**src/rtl/echo_pkg.sv**
```systemverilog
// Shared types and helpers for the MIDI echo delay line.
// Optional feedback repeats are enabled with `define ECHO_FEEDBACK_EN.
package echo_pkg;

  localparam int DECAY_W = 2;
  localparam int NOTE_W  = 7;
  localparam int VEL_W   = 7;

  // Reference event layout at the default widths (PB_W=9, CC_W=2, TS_W=24).
  typedef struct packed {
    logic              on;
    logic [NOTE_W-1:0] note;
    logic [VEL_W-1:0]  vel;
    logic [8:0]        pb;
    logic [1:0]        cc1;
    logic [1:0]        rpt;
    logic [23:0]       due;
  } echo_evt_t;

  // Gate-on echoes are attenuated but never reach 0, which would read as a note-off.
  function automatic logic [VEL_W-1:0] atten_vel(input logic [VEL_W-1:0] vel,
                                                 input logic [DECAY_W-1:0] decay,
                                                 input logic on);
    logic [VEL_W-1:0] shifted;
    shifted = vel >> ({1'b0, decay} + 3'd1);
    if (!on) begin
      return vel;
    end else if (shifted == 7'd0) begin
      return 7'd1;
    end else begin
      return shifted;
    end
  endfunction

endpackage

```
**src/rtl/echo_event_fifo.sv**
```systemverilog
// Synchronous FIFO of packed echo events; a pop frees the slot for a push
// in the same cycle, so a full FIFO still accepts push+pop.
module echo_event_fifo #(
  parameter int DEPTH = 32,
  parameter int W     = 64
) (
  input  logic                       clk,
  input  logic                       reset,
  input  logic                       push,
  input  logic                       pop,
  input  logic [W-1:0]               wr_data,
  output logic [W-1:0]               rd_data,
  output logic                       full,
  output logic                       empty,
  output logic [$clog2(DEPTH):0]     count
);

  localparam int AW = $clog2(DEPTH);

  logic [W-1:0]  mem_r [DEPTH];
  logic [AW-1:0] wr_ptr_r;
  logic [AW-1:0] rd_ptr_r;
  logic [AW:0]   count_r;
  logic          do_push_s;
  logic          do_pop_s;

  assign full    = (count_r == (AW+1)'(DEPTH));
  assign empty   = (count_r == '0);
  assign count   = count_r;
  assign rd_data = mem_r[rd_ptr_r];

  assign do_pop_s  = pop && !empty;
  assign do_push_s = push && (!full || do_pop_s);

  // Storage array; contents are don't-care until written, so no reset.
  always_ff @(posedge clk) begin
    if (do_push_s) begin
      mem_r[wr_ptr_r] <= wr_data;
    end
  end

  // Pointers and occupancy; reset flushes the queue.
  always_ff @(posedge clk) begin
    if (reset) begin
      wr_ptr_r <= '0;
      rd_ptr_r <= '0;
      count_r  <= '0;
    end else begin
      if (do_push_s) begin
        wr_ptr_r <= wr_ptr_r + AW'(1);
      end
      if (do_pop_s) begin
        rd_ptr_r <= rd_ptr_r + AW'(1);
      end
      case ({do_push_s, do_pop_s})
        2'b10:   count_r <= count_r + (AW+1)'(1);
        2'b01:   count_r <= count_r - (AW+1)'(1);
        default: count_r <= count_r;
      endcase
    end
  end

endmodule

```
**src/rtl/echo_delay_line.sv**
```systemverilog
// Timestamped MIDI echo: captures field changes, replays them delay_ticks later
// with attenuated velocity. `define ECHO_FEEDBACK_EN adds decaying repeats.
module echo_delay_line
  import echo_pkg::*;
#(
  parameter int DEPTH    = 32,
  parameter int TS_W     = 24,
  parameter int TICK_DIV = 1,
  parameter int PB_W     = 9,
  parameter int CC_W     = 2
`ifdef ECHO_FEEDBACK_EN
  , parameter int MAX_REPEATS = 3
`endif
) (
  input  logic                     clk,
  input  logic                     reset,
  input  logic                     en,
  input  logic                     note_on,
  input  logic                     note_repeat,
  input  logic [NOTE_W-1:0]        note_start,
  input  logic [VEL_W-1:0]         vel_start,
  input  logic [PB_W-1:0]          pb_start,
  input  logic [CC_W-1:0]          cc1_start,
  input  logic [TS_W-1:0]          delay_ticks,
  input  logic [DECAY_W-1:0]       decay,
  output logic                     echo_valid,
  output logic                     echo_on,
  output logic [NOTE_W-1:0]        echo_note,
  output logic [VEL_W-1:0]         echo_vel,
  output logic [PB_W-1:0]          echo_pb,
  output logic [CC_W-1:0]          echo_cc1,
  output logic [$clog2(DEPTH):0]   fill_level,
  output logic                     overflow
);

  localparam int CNT_W = $clog2(DEPTH) + 1;
`ifdef ECHO_FEEDBACK_EN
  localparam int RPT_W = $clog2(MAX_REPEATS + 1);
`endif

  typedef struct packed {
    logic              on;
    logic [NOTE_W-1:0] note;
    logic [VEL_W-1:0]  vel;
    logic [PB_W-1:0]   pb;
    logic [CC_W-1:0]   cc1;
  } fields_t;

  typedef struct packed {
    fields_t           f;
`ifdef ECHO_FEEDBACK_EN
    logic [RPT_W-1:0]  rpt;
`endif
    logic [TS_W-1:0]   due;
  } evt_t;

  localparam int EVT_W = $bits(evt_t);

  logic             tick_s;
  logic [TS_W-1:0]  now_r;
  fields_t          cur_s;
  fields_t          shadow_r;
  logic             change_s;
  evt_t             cap_evt_s;
  evt_t             wr_evt_s;
  evt_t             head_s;
  logic [EVT_W-1:0] rd_data_s;
  logic             push_s;
  logic             pop_s;
  logic             full_s;
  logic             empty_s;
  logic             space_s;
  logic             drop_s;
  logic [CNT_W-1:0] count_s;
  logic [TS_W-1:0]  late_s;
  logic             rel_v_r;
  fields_t          rel_r;
  logic [VEL_W-1:0] rel_vel_s;

  generate
    if (TICK_DIV > 1) begin : g_presc
      localparam int PRE_W = $clog2(TICK_DIV);
      logic [PRE_W-1:0] presc_r;
      // Clock-cycle prescaler producing one delay tick every TICK_DIV cycles.
      always_ff @(posedge clk) begin
        if (reset) begin
          presc_r <= '0;
        end else if (en) begin
          if (presc_r == PRE_W'(TICK_DIV - 1)) begin
            presc_r <= '0;
          end else begin
            presc_r <= presc_r + PRE_W'(1);
          end
        end
      end
      assign tick_s = en && (presc_r == PRE_W'(TICK_DIV - 1));
    end else begin : g_no_presc
      assign tick_s = en;
    end
  endgenerate

  // Free-running timestamp; wraps naturally, due comparison is modular.
  always_ff @(posedge clk) begin
    if (reset) begin
      now_r <= '0;
    end else if (tick_s) begin
      now_r <= now_r + TS_W'(1);
    end
  end

  // Change detection against the shadow copy and the capture entry.
  always_comb begin
    cur_s.on   = note_on;
    cur_s.note = note_start;
    cur_s.vel  = vel_start;
    cur_s.pb   = pb_start;
    cur_s.cc1  = cc1_start;
    change_s   = en && ((cur_s != shadow_r) || note_repeat);
    cap_evt_s.f   = cur_s;
`ifdef ECHO_FEEDBACK_EN
    cap_evt_s.rpt = '0;
`endif
    cap_evt_s.due = now_r + delay_ticks;
  end

  // Shadow of the last sampled fields.
  always_ff @(posedge clk) begin
    if (reset) begin
      shadow_r <= '0;
    end else if (en) begin
      shadow_r <= cur_s;
    end
  end

  // Head is due once now has reached due, judged by the sign of the modular difference.
  assign head_s  = rd_data_s;
  assign late_s  = now_r - head_s.due;
  assign pop_s   = en && !empty_s && !late_s[TS_W-1];
  assign space_s = !full_s || pop_s;

  assign rel_vel_s = atten_vel(rel_r.vel, decay, rel_r.on);

`ifdef ECHO_FEEDBACK_EN
  logic [RPT_W-1:0] rel_rpt_r;
  logic [TS_W-1:0]  rel_due_r;
  evt_t             skid_r;
  evt_t             rep_evt_s;
  logic             skid_v_r;
  logic             rep_need_s;
  logic             skid_wr_s;

  // Write-port arbitration: fresh captures win, the skid entry fills idle cycles.
  always_comb begin
    rep_evt_s.f     = rel_r;
    rep_evt_s.f.vel = rel_vel_s;
    rep_evt_s.rpt   = rel_rpt_r + RPT_W'(1);
    rep_evt_s.due   = rel_due_r + delay_ticks;
    rep_need_s = en && rel_v_r && (rel_rpt_r < RPT_W'(MAX_REPEATS)) &&
                 (!rel_r.on || (rel_vel_s > 7'd1));
    skid_wr_s  = en && skid_v_r && !change_s && space_s;
    push_s     = (change_s && space_s) || skid_wr_s;
    if (change_s) begin
      wr_evt_s = cap_evt_s;
    end else begin
      wr_evt_s = skid_r;
    end
    drop_s = (change_s && !space_s) || (rep_need_s && skid_v_r && !skid_wr_s);
  end

  // One-entry skid holding a repeat until the write port is free.
  always_ff @(posedge clk) begin
    if (reset) begin
      skid_v_r <= 1'b0;
      skid_r   <= '0;
    end else if (rep_need_s && (!skid_v_r || skid_wr_s)) begin
      skid_v_r <= 1'b1;
      skid_r   <= rep_evt_s;
    end else if (skid_wr_s) begin
      skid_v_r <= 1'b0;
    end
  end

  // Repeat bookkeeping travels alongside the released fields.
  always_ff @(posedge clk) begin
    if (reset) begin
      rel_rpt_r <= '0;
      rel_due_r <= '0;
    end else if (pop_s) begin
      rel_rpt_r <= head_s.rpt;
      rel_due_r <= head_s.due;
    end
  end
`else
  // Captures are the only writer.
  always_comb begin
    push_s   = change_s && space_s;
    wr_evt_s = cap_evt_s;
    drop_s   = change_s && !space_s;
  end
`endif

  echo_event_fifo #(
    .DEPTH (DEPTH),
    .W     (EVT_W)
  ) u_fifo (
    .clk     (clk),
    .reset   (reset),
    .push    (push_s),
    .pop     (pop_s),
    .wr_data (wr_evt_s),
    .rd_data (rd_data_s),
    .full    (full_s),
    .empty   (empty_s),
    .count   (count_s)
  );

  assign fill_level = count_s;

  // Release stage: the popped entry waits here one cycle before reaching the outputs.
  always_ff @(posedge clk) begin
    if (reset) begin
      rel_v_r <= 1'b0;
      rel_r   <= '0;
    end else if (en) begin
      rel_v_r <= pop_s;
      if (pop_s) begin
        rel_r <= head_s.f;
      end
    end
  end

  // Held echo outputs and the one-cycle valid strobe.
  always_ff @(posedge clk) begin
    if (reset) begin
      echo_valid <= 1'b0;
      echo_on    <= 1'b0;
      echo_note  <= '0;
      echo_vel   <= '0;
      echo_pb    <= '0;
      echo_cc1   <= '0;
    end else if (en) begin
      echo_valid <= rel_v_r;
      if (rel_v_r) begin
        echo_on   <= rel_r.on;
        echo_note <= rel_r.note;
        echo_vel  <= rel_vel_s;
        echo_pb   <= rel_r.pb;
        echo_cc1  <= rel_r.cc1;
      end
    end else begin
      echo_valid <= 1'b0;
    end
  end

  // Sticky record of any dropped event.
  always_ff @(posedge clk) begin
    if (reset) begin
      overflow <= 1'b0;
    end else if (drop_s) begin
      overflow <= 1'b1;
    end
  end

endmodule

```
**config.mk**
```make
export PLATFORM = sky130hd
export DESIGN_NAME = echo_delay_line
export DESIGN_NICKNAME = d
export VERILOG_FILES = /design/src/rtl/echo_pkg.sv /design/src/rtl/echo_event_fifo.sv /design/src/rtl/echo_delay_line.sv
export SDC_FILE = /design/constraint.sdc
export NUM_CORES = 2
export LEC_CHECK = 0
export BUFFER_PORTS_ARGS = -buffer_cell sky130_fd_sc_hd__buf_2
export CAP_MARGIN = 20
export CORE_MARGIN = 8
export CORE_UTILIZATION = 30
export DETAILED_ROUTE_END_ITERATION = 16
export PLACE_DENSITY = 0.47
export SYNTH_ARGS = -nofsm -noshare
export SYNTH_HDL_FRONTEND = slang
export SYNTH_SLANG_ARGS = --single-unit
```
**constraint.sdc**
```tcl
create_clock -name clk -period 14.6 [get_ports clk]
set_clock_uncertainty 0.05 [all_clocks]
set_input_delay 0.73 -clock clk [delete_from_list [all_inputs] [get_ports clk]]
set_output_delay 0.73 -clock clk [all_outputs]
set_load 0.05 [all_outputs]
```
==> run_results.csv <==
group,metric,value,unit
outcome,status,"finished, final reports clean",
cells_and_area,area_delta_synth_final,15.4,%
critical_path,crit_type,"reg2reg",
floorplan,core,224000,µm²
global_routing,grt-ovfl-total,0,
cells_and_area,final_nets,3462,
detailed_routing,drt_iter0_markers,2640,
timing,slew_headroom,0.242,
placement,gp_congestion,0.766,
timing,setup_tns,0,ns
timing,setup_violations,0,
hold_path,holdPathEnd,"u_fifo.count[0]$_SDFFE_PP0P_",
clocking,cts_hold_buf,0,
global_routing,grt_use_total,0.151,
yosys,synthTopCellsByCount,"edfxtp_1, mux4_2, dfxtp_1",
yosys,netlist_area,67400,µm²
clocking,cts_made_buffers,176,
hold_path,whs_path_depth,2,
clocking,cts.sinks,1726,
clocking,cts_tree,"done",
floorplan,fp.dieArea,240000,µm²
floorplan,die_w,490,µm
power,ir_drop,130,µV
detailed_routing,routed_wl,186,mm
detailed_routing,routedWlPerCell,28.7,µm
detailed_routing,vias,32300,
global_routing,antenna_found_initial,13,
power,p_leak,0.0238,µW
floorplan,std_cell_rows,174,
floorplan,ios,90,
power,p_per_area,144,nW/µm²
yosys,synth_warnings,0,
timing,min_period,8.21,ns
clocking,htree_levels,4,
timing,slew_violations,0,
global_routing,grt_pass1_wl,263,mm
yosys,synthTopCellsByArea,"edfxtp_1, mux4_2, dfxtp_1",
yosys,post-synth-top-count-cell,"edfxtp_1",
critical_path,worstPathRequired,15.30,ns
yosys,synthFlopType,"edfxtp_1",
critical_path,crit_path_end_kind,"flop",
placement,dp_hpwl,107,mm
critical_path,cp_max_fo,44,
yosys,syn-instance-count,3155,
detailed_routing,drt_pass1_iterations,5,
timing,fin_crit_sh,0.562,
critical_path,cp-start-kind,"flop",
placement,io_buffer_count,89,
yosys,async_flop_share,0,
clocking,post_cts_buffers,0,
yosys,syn_nets,3269,
yosys,syn_avg_cell_area,21.4,µm²
global_routing,grt_pass1_vias,33300,
global_routing,grt_max_degree,82,
critical_path,arrival,8.91,ns
floorplan,die_h,490,µm
cells_and_area,drive_gt1_frac,0.275,
critical_path,reg2reg_depth,22,
critical_path,rrSetupSlack,6.39,ns
clocking,clk_latency,0.83,ns
job,timing.max_cap.violations,0,
yosys,synth_edf_count,1600,
timing,rsz0062_at_grt,"no",
yosys,synth_seq_area_share,0.750,
detailed_routing,drc_errors,0,
clocking,clockBufferDepth,3,
timing,finalHoldViolCount,0,
clocking,clkTransAtPathRegs,0.06,ns
cells_and_area,stdcell_area,77900,µm²
timing,worstMarginPinSlew,1.14,ns
detailed_routing,ant_nets,0,
timing,hold_slack,0.335,ns
timing,timing.fmax,122,MHz
critical_path,r2r-end,"u_fifo.count[5]$_SDFFE_PP0P_",
hold_path,hold_path.class,"in2reg",
floorplan,start_util,0.301,
hold_path,hp-start,"reset",
clocking,ctsResizeCount,0,
detailed_routing,via_per_inst,4.97,
yosys,synth_cell_types,70,
clocking,cts_root_buf,"clkbuf_16",
yosys,synth_top_area_share,0.712,
placement,place_area,72200,µm²
yosys,ys_ff_latch,1726,
yosys,synth_top_area_cell,"edfxtp_1",
[layout make-up]
cell class / count / area, µm²
fill: 20900 / 146000
sequential: 1726 / 50600
multi-input combinational: 1245 / 16500
clock buffer: 224 / 4700
tap: 2992 / 3740
timing repair buffer: 174 / 1390
clock inverter: 98 / 781
inverter: 25 / 101
antenna: 7 / 17.5
[where the power goes]
group	switching (µW)	leakage, µW	total [µW]	internal [µW]
clock	1920	0.00267	4330	2410
combinational	701	0.00572	1320	615
sequential	76.2	0.0154	5550	5480
[critical path, stage by stage (launching register included)]
cell	delay, ns
dfxtp_4	0.82
buf_4	0.84
mux4_2	0.64
mux4_2	0.47
mux2i_1	0.41
ha_1	0.21
nand4_1	0.10
nor2_1	0.49
nand3_1	0.21
a2111oi_1	0.70
o31ai_4	0.17
and3b_4	0.28
nor3_4	0.38
buf_4	0.36
ha_1	0.43
ha_1	0.30
a21o_1	0.17
a21oi_1	0.23
o21bai_1	0.09
a21oi_1	0.18
xnor2_1	0.09
or3_1	0.30
a21oi_1	0.14
[kinds of logic after synthesis]
logic type,count (synthesis),share of synthesized area
multiplexers,568,0.175
AO/OA/AOI/OAI,170,0.0170
adder cells (fa/ha/maj),58,0.0110
flip-flops,1726,0.750
buffers and inverters,184,0.0117
AND/OR/NAND/NOR,373,0.0259
XOR/XNOR,76,0.00987
[how the worst max path moves through the flow]
stage	from	end	slack (ns)	cells past startpoint
after detailed placement	flop	u_fifo.count[5]$_SDFFE_PP0P_	6.21	22
after global placement	flop	u_fifo.count[5]$_SDFFE_PP0P_	6.24	22
final	flop	u_fifo.count[5]$_SDFFE_PP0P_	6.39	22
after floorplan	flop	u_fifo.count[5]$_SDFFE_PP0P_	8.18	29
after global routing	flop	u_fifo.count[5]$_SDFFE_PP0P_	5.65	23
after CTS	flop	u_fifo.count[5]$_SDFFE_PP0P_	6.18	22
[flip-flops by register name (all words and copies together) (netlist names), named ones only]
register         flops
echo_cc1             2
echo_note            7
echo_on              1
echo_pb              9
echo_valid           1
echo_vel             7
now_r               24
overflow             1
rel_r               26
rel_v_r              1
shadow_r            26
u_fifo.count         6
u_fifo.mem_r      1600
u_fifo.rd_ptr_r      5
u_fifo.wr_ptr_r      5
[per-stage QoR]
step / setup WS (ns) / power, µW / util / instances
detailed placement: 6.21 / 7010 / 0.322 / 6156
CTS: 6.18 / 11300 / 0.346 / 6478
global route: 5.65 / 11600 / 0.347 / 6486
global placement: 6.24 / 7000 / 0.321 / 6148
floorplan: 8.18 / 6550 / - / 3155
finish: 6.39 / 11200 / 0.347 / 6491
[layout by cell type (no fill, tap or decap), drive strengths merged, types with 7 or more instances in the layout]
cell type,count
edfxtp,1600
dfxtp,126
ha,56
and3,38
a21o,11
nand2,115
o31ai,7
nor2,123
clkbuf,224
nor2b,12
buf,174
bufinv,7
nand4,14
mux4,488
a21oi,66
nor4,7
a311oi,27
o21ai,18
xor2,35
diode,7
clkinv,84
xnor2,41
a211oi,9
mux2i,78
inv,31
nor3,11
nand3,20
[layer usage]
layer	up-vias	global-route usage	wire length (µm)
met5	-	0	40
met4	6	0.0328	3490
met3	221	0.0246	8280
met2	796	0.250	90500
met1	17700	0.211	83700
li1	13500	-	-
Note: power is estimated with default switching activity, not from simulation.
